==> config.mk <==
export PLATFORM = sky130hd
export DESIGN_NAME = pipeline_hazard_controller_flat
export DESIGN_NICKNAME = d
export VERILOG_FILES = /design/src/rtl/pipeline_hazard_controller_if.sv /design/src/rtl/pipeline_hazard_controller.sv /design/src/flat_wrapper.sv
export SDC_FILE = /design/constraint.sdc
export NUM_CORES = 1
export LEC_CHECK = 0
export CAP_MARGIN = 10
export CORE_MARGIN = 2
export CORE_UTILIZATION = 40
export DETAILED_ROUTE_END_ITERATION = 8
export GPL_TIMING_DRIVEN = 0
export HOLD_SLACK_MARGIN = 0.02
export PLACE_DENSITY = 0.71
export SLEW_MARGIN = 5
export SYNTH_ARGS = -nofsm -noshare
export SYNTH_HDL_FRONTEND = slang
export SYNTH_SLANG_ARGS = --single-unit
export TNS_END_PERCENT = 50
==> constraint.sdc <==
create_clock -name clk -period 2.4 [get_ports clk]
set_clock_uncertainty 0.05 [all_clocks]
set_input_delay 0.36 -clock clk [delete_from_list [all_inputs] [get_ports clk]]
set_output_delay 0.36 -clock clk [all_outputs]
set_load 0.1 [all_outputs]
==> src/rtl/pipeline_hazard_controller_if.sv <==
// -----------------------------------------------------------------------------
// pipeline_hazard_controller_if
//
// Bundles the hazard-detection inputs and the stall/flush/handshake outputs of
// pipeline_hazard_controller so the pipeline datapath and the controller can be
// wired with a single connection.
//
// Parameters:
//   REG_W  register-address width (must match the controller's REG_W)
//   CNT_W  width of the stall-cycle counter (must match the controller's CNT_W)
//
// Signals (direction seen from the controller, i.e. the slave modport):
//   ra_de, rb_de     in   source registers of the DE instruction
//   rf_ex            in   destination register of the EX instruction
//   ex_reg_write     in   EX instruction writes rf_ex
//   ex_mem_read      in   EX instruction is a load
//   branch_taken_ex  in   branch resolved taken in EX
//   mc_start_ex      in   EX instruction is a multi-cycle operation
//   mc_done          in   multi-cycle unit result valid (one-cycle pulse)
//   mc_go            out  start pulse to the multi-cycle unit
//   stall_f/d/e      out  hold PC/IF, IF/DE, DE/EX registers
//   flush_d/e        out  clear IF/DE, DE/EX registers to NOP
//   bubble_m         out  inject NOP into EX/ME
//   state            out  FSM state: 00 RUN, 01 MC_WAIT, 10 ERR
//   mc_err           out  sticky multi-cycle timeout flag
//   stall_count      out  saturating count of cycles with stall_f=1
// -----------------------------------------------------------------------------
interface pipeline_hazard_controller_if #(
  parameter int REG_W = 6,
  parameter int CNT_W = 16
);

  logic [REG_W-1:0] ra_de;
  logic [REG_W-1:0] rb_de;
  logic [REG_W-1:0] rf_ex;
  logic             ex_reg_write;
  logic             ex_mem_read;
  logic             branch_taken_ex;
  logic             mc_start_ex;
  logic             mc_done;

  logic             mc_go;
  logic             stall_f;
  logic             stall_d;
  logic             stall_e;
  logic             flush_d;
  logic             flush_e;
  logic             bubble_m;
  logic [1:0]       state;
  logic             mc_err;
  logic [CNT_W-1:0] stall_count;

  // Pipeline / datapath side: drives hazard information, receives controls.
  modport master (
    output ra_de, rb_de, rf_ex, ex_reg_write, ex_mem_read,
           branch_taken_ex, mc_start_ex, mc_done,
    input  mc_go, stall_f, stall_d, stall_e, flush_d, flush_e, bubble_m,
           state, mc_err, stall_count
  );

  // Controller side.
  modport slave (
    input  ra_de, rb_de, rf_ex, ex_reg_write, ex_mem_read,
           branch_taken_ex, mc_start_ex, mc_done,
    output mc_go, stall_f, stall_d, stall_e, flush_d, flush_e, bubble_m,
           state, mc_err, stall_count
  );

endinterface

==> src/rtl/pipeline_hazard_controller.sv <==
// -----------------------------------------------------------------------------
// pipeline_hazard_controller
//
// Stall/flush sequencer for the 5-stage ASIP pipeline (IF/DE/EX/ME/WB). It
// handles the hazards the forwarding hazard_unit cannot resolve:
//   * load-use: the DE instruction needs a value still being loaded in EX,
//   * taken branch resolved in EX: the two younger instructions are squashed,
//   * multi-cycle EX operation (modular multiply): the front of the pipe is
//     frozen while the unit works, with a start/done handshake and a timeout
//     watchdog that parks the controller in ERR if done never arrives.
//
// Ports:
//   clk  in  clock
//   rst  in  synchronous active-high reset
//   bus  slave modport of pipeline_hazard_controller_if (see that file)
//
// Parameters:
//   REG_W       register-address width
//   MC_TIMEOUT  max MC_WAIT cycles before ERR (legal range 2..255)
//   R0_ZERO     when nonzero, register 0 never causes a load-use stall
//   CNT_W       width of the saturating stall-cycle counter
//
// Stall/flush outputs are combinational from the current state and inputs;
// state, mc_go, the timeout counter, mc_err and stall_count are registered.
// -----------------------------------------------------------------------------
module pipeline_hazard_controller #(
  parameter int REG_W      = 6,
  parameter int MC_TIMEOUT = 64,
  parameter int R0_ZERO    = 1,
  parameter int CNT_W      = 16
) (
  input logic                          clk,
  input logic                          rst,
  pipeline_hazard_controller_if.slave  bus
);

  typedef enum logic [1:0] {
    RUN     = 2'b00,
    MC_WAIT = 2'b01,
    ERR     = 2'b10
  } state_e;

  // MC_TIMEOUT is at most 255, so an 8-bit wait counter always suffices.
  localparam int               TMO_W    = 8;
  localparam logic [TMO_W-1:0] TMO_LAST = TMO_W'(MC_TIMEOUT - 1);

  state_e             state_q, state_nxt;
  logic               mc_go_q, mc_go_nxt;
  logic [TMO_W-1:0]   tmo_q, tmo_nxt;
  logic               mc_err_q, mc_err_nxt;
  logic [CNT_W-1:0]   stall_cnt_q;

  logic               lu;
  logic               done_eff;
  logic               tmo_hit;

  logic               stall_f;
  logic               stall_d;
  logic               stall_e;
  logic               flush_d;
  logic               flush_e;
  logic               bubble_m;

  // ---------------------------------------------------------------------------
  // Hazard qualifiers
  // ---------------------------------------------------------------------------

  // Load-use: the load in EX writes a register the DE instruction reads.
  // Register 0 is hard-wired to zero when R0_ZERO is set, so it never blocks.
  always_comb begin
    lu = bus.ex_mem_read && bus.ex_reg_write &&
         ((bus.rf_ex == bus.ra_de) || (bus.rf_ex == bus.rb_de)) &&
         !((R0_ZERO != 0) && (bus.rf_ex == '0));
  end

  // A done pulse during the go cycle belongs to nothing we started, so the
  // earliest accepted done is two cycles after the start cycle.
  assign done_eff = bus.mc_done && !mc_go_q;
  assign tmo_hit  = (tmo_q == TMO_LAST);

  // ---------------------------------------------------------------------------
  // Next-state and output decode
  // ---------------------------------------------------------------------------
  always_comb begin
    // NOTE: every signal written here gets a default first so that no path
    // leaves one unassigned, which would otherwise infer a latch.
    state_nxt  = state_q;
    mc_go_nxt  = 1'b0;
    tmo_nxt    = tmo_q;
    mc_err_nxt = mc_err_q;
    stall_f    = 1'b0;
    stall_d    = 1'b0;
    stall_e    = 1'b0;
    flush_d    = 1'b0;
    flush_e    = 1'b0;
    bubble_m   = 1'b0;

    if (rst) begin
      // Hold the front of the pipe empty while reset is applied; the
      // registered state is cleared by the sequential block.
      state_nxt  = RUN;
      tmo_nxt    = '0;
      mc_err_nxt = 1'b0;
      flush_d    = 1'b1;
      flush_e    = 1'b1;
    end else begin
      unique case (state_q)
        RUN: begin
          if (bus.mc_start_ex) begin
            // Freeze IF/DE/EX and keep ME fed with bubbles; the start pulse
            // goes out in the following cycle from the mc_go register.
            stall_f   = 1'b1;
            stall_d   = 1'b1;
            stall_e   = 1'b1;
            bubble_m  = 1'b1;
            mc_go_nxt = 1'b1;
            tmo_nxt   = '0;
            state_nxt = MC_WAIT;
          end else if (bus.branch_taken_ex) begin
            // The two younger instructions are on the wrong path.
            flush_d = 1'b1;
            flush_e = 1'b1;
          end else if (lu) begin
            // Hold DE one cycle and send a NOP into EX behind the load; the
            // load then sits in ME where its data can be forwarded.
            stall_f = 1'b1;
            stall_d = 1'b1;
            flush_e = 1'b1;
          end
        end

        MC_WAIT: begin
          if (done_eff) begin
            // Release everything so the multi-cycle result leaves EX now.
            state_nxt = RUN;
          end else begin
            stall_f  = 1'b1;
            stall_d  = 1'b1;
            stall_e  = 1'b1;
            bubble_m = 1'b1;
            if (tmo_hit) begin
              state_nxt  = ERR;
              mc_err_nxt = 1'b1;
            end else begin
              tmo_nxt = tmo_q + 1'b1;
            end
          end
        end

        ERR: begin
          // Pipeline stays frozen until reset; late done pulses are ignored.
          stall_f  = 1'b1;
          stall_d  = 1'b1;
          stall_e  = 1'b1;
          bubble_m = 1'b1;
        end

        default: begin
          // Unreachable encoding 2'b11: recover to RUN.
          state_nxt = RUN;
        end
      endcase
    end
  end

  // ---------------------------------------------------------------------------
  // Registered state
  // ---------------------------------------------------------------------------
  always_ff @(posedge clk) begin
    // NOTE: sequential state uses non-blocking assignments so every register
    // samples the pre-edge values, independent of statement order.
    if (rst) begin
      state_q  <= RUN;
      mc_go_q  <= 1'b0;
      tmo_q    <= '0;
      mc_err_q <= 1'b0;
    end else begin
      state_q  <= state_nxt;
      mc_go_q  <= mc_go_nxt;
      tmo_q    <= tmo_nxt;
      mc_err_q <= mc_err_nxt;
    end
  end

  // Stall-cycle counter: counts cycles with stall_f=1 and sticks at all-ones.
  always_ff @(posedge clk) begin
    if (rst) begin
      stall_cnt_q <= '0;
    end else if (stall_f && !(&stall_cnt_q)) begin
      stall_cnt_q <= stall_cnt_q + 1'b1;
    end
  end

  // ---------------------------------------------------------------------------
  // Outputs
  // ---------------------------------------------------------------------------
  assign bus.mc_go       = mc_go_q;
  assign bus.stall_f     = stall_f;
  assign bus.stall_d     = stall_d;
  assign bus.stall_e     = stall_e;
  assign bus.flush_d     = flush_d;
  assign bus.flush_e     = flush_e;
  assign bus.bubble_m    = bubble_m;
  assign bus.state       = state_q;
  assign bus.mc_err      = mc_err_q;
  assign bus.stall_count = stall_cnt_q;

endmodule

==> src/flat_wrapper.sv <==
// flat-port wrapper written by rule: the top's interface ports become plain ports
module pipeline_hazard_controller_flat 
#(
  parameter int REG_W      = 6,
  parameter int MC_TIMEOUT = 64,
  parameter int R0_ZERO    = 1,
  parameter int CNT_W      = 16
)
  (clk, rst, bus_ra_de, bus_rb_de, bus_rf_ex, bus_ex_reg_write, bus_ex_mem_read, bus_branch_taken_ex, bus_mc_start_ex, bus_mc_done, bus_mc_go, bus_stall_f, bus_stall_d, bus_stall_e, bus_flush_d, bus_flush_e, bus_bubble_m, bus_state, bus_mc_err, bus_stall_count);
  pipeline_hazard_controller_if #(.REG_W(REG_W), .CNT_W(CNT_W)) bus_i ();
  input logic clk;
  input logic rst;
  input wire logic [$bits(bus_i.ra_de)-1:0] bus_ra_de;
  input wire logic [$bits(bus_i.rb_de)-1:0] bus_rb_de;
  input wire logic [$bits(bus_i.rf_ex)-1:0] bus_rf_ex;
  input wire logic [$bits(bus_i.ex_reg_write)-1:0] bus_ex_reg_write;
  input wire logic [$bits(bus_i.ex_mem_read)-1:0] bus_ex_mem_read;
  input wire logic [$bits(bus_i.branch_taken_ex)-1:0] bus_branch_taken_ex;
  input wire logic [$bits(bus_i.mc_start_ex)-1:0] bus_mc_start_ex;
  input wire logic [$bits(bus_i.mc_done)-1:0] bus_mc_done;
  output wire logic [$bits(bus_i.mc_go)-1:0] bus_mc_go;
  output wire logic [$bits(bus_i.stall_f)-1:0] bus_stall_f;
  output wire logic [$bits(bus_i.stall_d)-1:0] bus_stall_d;
  output wire logic [$bits(bus_i.stall_e)-1:0] bus_stall_e;
  output wire logic [$bits(bus_i.flush_d)-1:0] bus_flush_d;
  output wire logic [$bits(bus_i.flush_e)-1:0] bus_flush_e;
  output wire logic [$bits(bus_i.bubble_m)-1:0] bus_bubble_m;
  output wire logic [$bits(bus_i.state)-1:0] bus_state;
  output wire logic [$bits(bus_i.mc_err)-1:0] bus_mc_err;
  output wire logic [$bits(bus_i.stall_count)-1:0] bus_stall_count;
  assign bus_i.ra_de = bus_ra_de;
  assign bus_i.rb_de = bus_rb_de;
  assign bus_i.rf_ex = bus_rf_ex;
  assign bus_i.ex_reg_write = bus_ex_reg_write;
  assign bus_i.ex_mem_read = bus_ex_mem_read;
  assign bus_i.branch_taken_ex = bus_branch_taken_ex;
  assign bus_i.mc_start_ex = bus_mc_start_ex;
  assign bus_i.mc_done = bus_mc_done;
  assign bus_mc_go = bus_i.mc_go;
  assign bus_stall_f = bus_i.stall_f;
  assign bus_stall_d = bus_i.stall_d;
  assign bus_stall_e = bus_i.stall_e;
  assign bus_flush_d = bus_i.flush_d;
  assign bus_flush_e = bus_i.flush_e;
  assign bus_bubble_m = bus_i.bubble_m;
  assign bus_state = bus_i.state;
  assign bus_mc_err = bus_i.mc_err;
  assign bus_stall_count = bus_i.stall_count;
  pipeline_hazard_controller #(.REG_W(REG_W), .MC_TIMEOUT(MC_TIMEOUT), .R0_ZERO(R0_ZERO), .CNT_W(CNT_W)) u_core (.clk(clk), .rst(rst), .bus(bus_i));
endmodule
==> metrics <==
most common cell after layout, fill and taps aside=clkdlybuf4s50_1; worst r2r path cells=8; sequential area share after synthesis=0.368; Sw Ratio=0.313; Final TNS setup=0 ns; final setup margin=~0.055 ns; critical path class=input port to output port; port bufs=50; unrepaired setup endpoints after global routing=yes; Required @ worst endpoint=~2 ns; gpl congestion=slightly below 0.9; worst setup path end=bus_stall_f; Tot Pwr=0.00102 W; Worst R2R Start=u_core.bus.stall_count[0]; Synthesized Nets=just over 200; CP Max Fanout=3; Fillers=between 300 and 400; fin crit share=0.977; Async S/R FF share, synth=0; Longest Clk Path Bufs=2; clk root buf=clkbuf_8; CP Launch Type=input port; Inserted Clock Buffers=3; final core utilization=0.619; clock tree sinks=28; nets@finish=approximately 260; Post-Synth Simple-Gate Area=0.313; H-tree depth=1; Comb power frac=0.282; Antenna Nets Post-Route=0; area of the multi-input gates=958 µm²; largest net degree at the start of global routing=16; critical path data arrival time=1.93 ns; Worst-Margin Slew=0.977 ns; Remaining DRCs=0; Mapped Avg Cell Area=8.72 µm²; via count of the first global-routing pass=around 1,300; max cap viols=0; via count=1,425; Ports=slightly above 50; DR iter-0 viols=55; Seq pwr share=0.470; warnings from Yosys=0; Initial Util=0.417; die width=around 66 µm; initial antenna violation count=0; internal power=0.000698 W; final setup violation count=0; n_diodes=0; Core Region=3660 µm²; Slew headroom=0.347; die area=~4300 µm²; status=completed; First-pass DRT Iterations=4; Post-CTS Hold Fix Bufs=0; Critical Path Source=bus_rf_ex[1]; sw power=~0.00032 W; pre-CTS setup slack=-1.47 ns; area grow syn2layout=48.6%; upper clock frequency limit=426 MHz; grt ovf=0; ys flop type=dfxtp_1; crit end category=output port; leak pwr=0.842 nW; GRT Util Overall=0.180; share of layout cells above drive strength 1=0.197; largest family of logic cells by synthesized area=simple AND/OR/NAND/NOR gates; Power Density=448 nW/µm²; peak supply drop=about 0.26 mV; most frequent cells in the layout=38 x clkdlybuf4s50_1, 20 x xnor2_1, 19 x nor2_1; std cell rows=22; xor/xnor share of the synthesized area=0.138; final hold vios=0; Slew Viols, Final=0; R2R Setup Slk=approximately 0.28 ns; global-route wire length before repair=6060 µm; Mapped Area=1530 µm²; clk_lat worst skew=0.27 ns; Avg WL per Cell=about 13 µm; mux contribution to synthesized area=0.0484; Inst Count DP=273; Clock power frac=0.248; Post-synth EDFFs=0; Mapped Cells=approximately 180; Tmin final=between 2 and 2.5 ns; Synth cell types=39; WL final=3720 µm; largest cells by area after synthesis=dfxtp_1 37%, xnor2_1 11%, nor2_1 4.9%; FF-to-FF End=u_core.bus.stall_count[13]; Synth Area in Adders=0.0164; Synth area leader=dfxtp_1; number of synthesized register bits=28; vias per inst=5.05; DIE HEIGHT=between 60 and 70 µm; DPL Wire Length=around 2800 µm; post-synthesis compound-gate area fraction=0.0804; worst min-delay path class=register to register; register clock-pin slew on the reported worst setup and hold paths=approximately 0.09 ns; register area=around 580 µm²; CTS tree=done; Synth top area share=0.368; Non-Filler Instances=282
-- worst max-delay path, cell delays in order --
cell        delay [ns]
buf_8             0.09
or4_4             0.53
o311ai_4          0.28
nor4b_4           0.09
a21oi_4           0.16
clkinvlp_4        0.20
buf_12            0.21
-- timing repair --
item / in CTS / in global routing
setup buffers: 2 / 4
resized for setup: 63 / 3
pin swaps: 4 / 3
endpoints found under the setup margin: 14 / 6
gates cloned: 0 / 0
-- Yosys cell counts, types with 4 or more instances --
cell type  instances
a21oi_1            8
and3_1             8
nand2_1            9
dfxtp_1           28
nand4_1           10
nor2_1            20
nor3_1             6
nand2b_1           9
nand3_1            8
xnor2_1           20
xor2_1             4
mux2i_1            4
-- cell families (layout without fill, tap and decap cells) --
kind of cell    count (synthesis)  count (layout)
mux                             7               7
simple gates                   86              86
fa+ha+maj                       2               2
buf+inv                        10              69
xor+xnor                       24              24
compound gates                 18              18
flops                          28              28
-- cell type report --
| type | instances | share of cell area |
|---|---|---|
| Multi-Input combinational cell | 137 | 0.423 |
| Sequential cell | 28 | 0.257 |
| Timing Repair Buffer | 56 | 0.250 |
| Tap cell | 48 | 0.0265 |
| Clock buffer | 3 | 0.0182 |
| Buffer | 6 | 0.0166 |
| Inverter | 3 | 0.00663 |
| Clock inverter | 1 | 0.00166 |
-- through the flow --
step / instance area, µm² / hold WS, ns
floorplan: 1590 / 0.393
global placement: 2150 / 0.383
detailed placement: 2150 / 0.384
CTS: 2250 / 0.397
global route: 2270 / 0.408
finish: 2270 / 0.400
-- routing by layer --
layer | global-route usage | share of wire
met1 | 0.228 | 0.45
met2 | 0.302 | 0.50
met3 | 0.0428 | 0.035
met4 | 0.0521 | 0.0091
met5 | 0 | 0
-- power groups by stage --
stage	registers [W]	clock network [W]	logic, W
3_5_place_dp	0.000488	0	0.000271
5_1_grt	0.000479	0.000285	0.000301
2_1_floorplan	0.000525	0	0.000143
6_report	0.000477	0.000252	0.000286
4_1_cts	0.000477	0.000264	0.000285
3_3_place_gp	0.000488	0	0.000269
-- worst min-delay path by stage --
stage | end | cells after the start | startpoint | slack, ns
CTS | u_core.bus.stall_count[8] | 1 | u_core.bus.stall_count[8] | 0.40
global route | u_core.bus.stall_count[4] | 1 | u_core.bus.stall_count[4] | 0.41
floorplan | u_core.tmo_q[1] | 2 | u_core.tmo_q[1] | 0.39
global placement | u_core.bus.stall_count[4] | 1 | u_core.bus.stall_count[4] | 0.38
finish | u_core.bus.stall_count[8] | 1 | u_core.bus.stall_count[8] | 0.40
detailed placement | u_core.bus.stall_count[8] | 1 | u_core.bus.stall_count[8] | 0.38
-- flip-flops by register name (all words and copies together) (netlist names) --
register                flops
u_core.bus.mc_go            1
u_core.tmo_q                8
u_core.bus.state            2
u_core.bus.mc_err           1
u_core.bus.stall_count     16
Note: power is estimated with default switching activity, not from simulation.
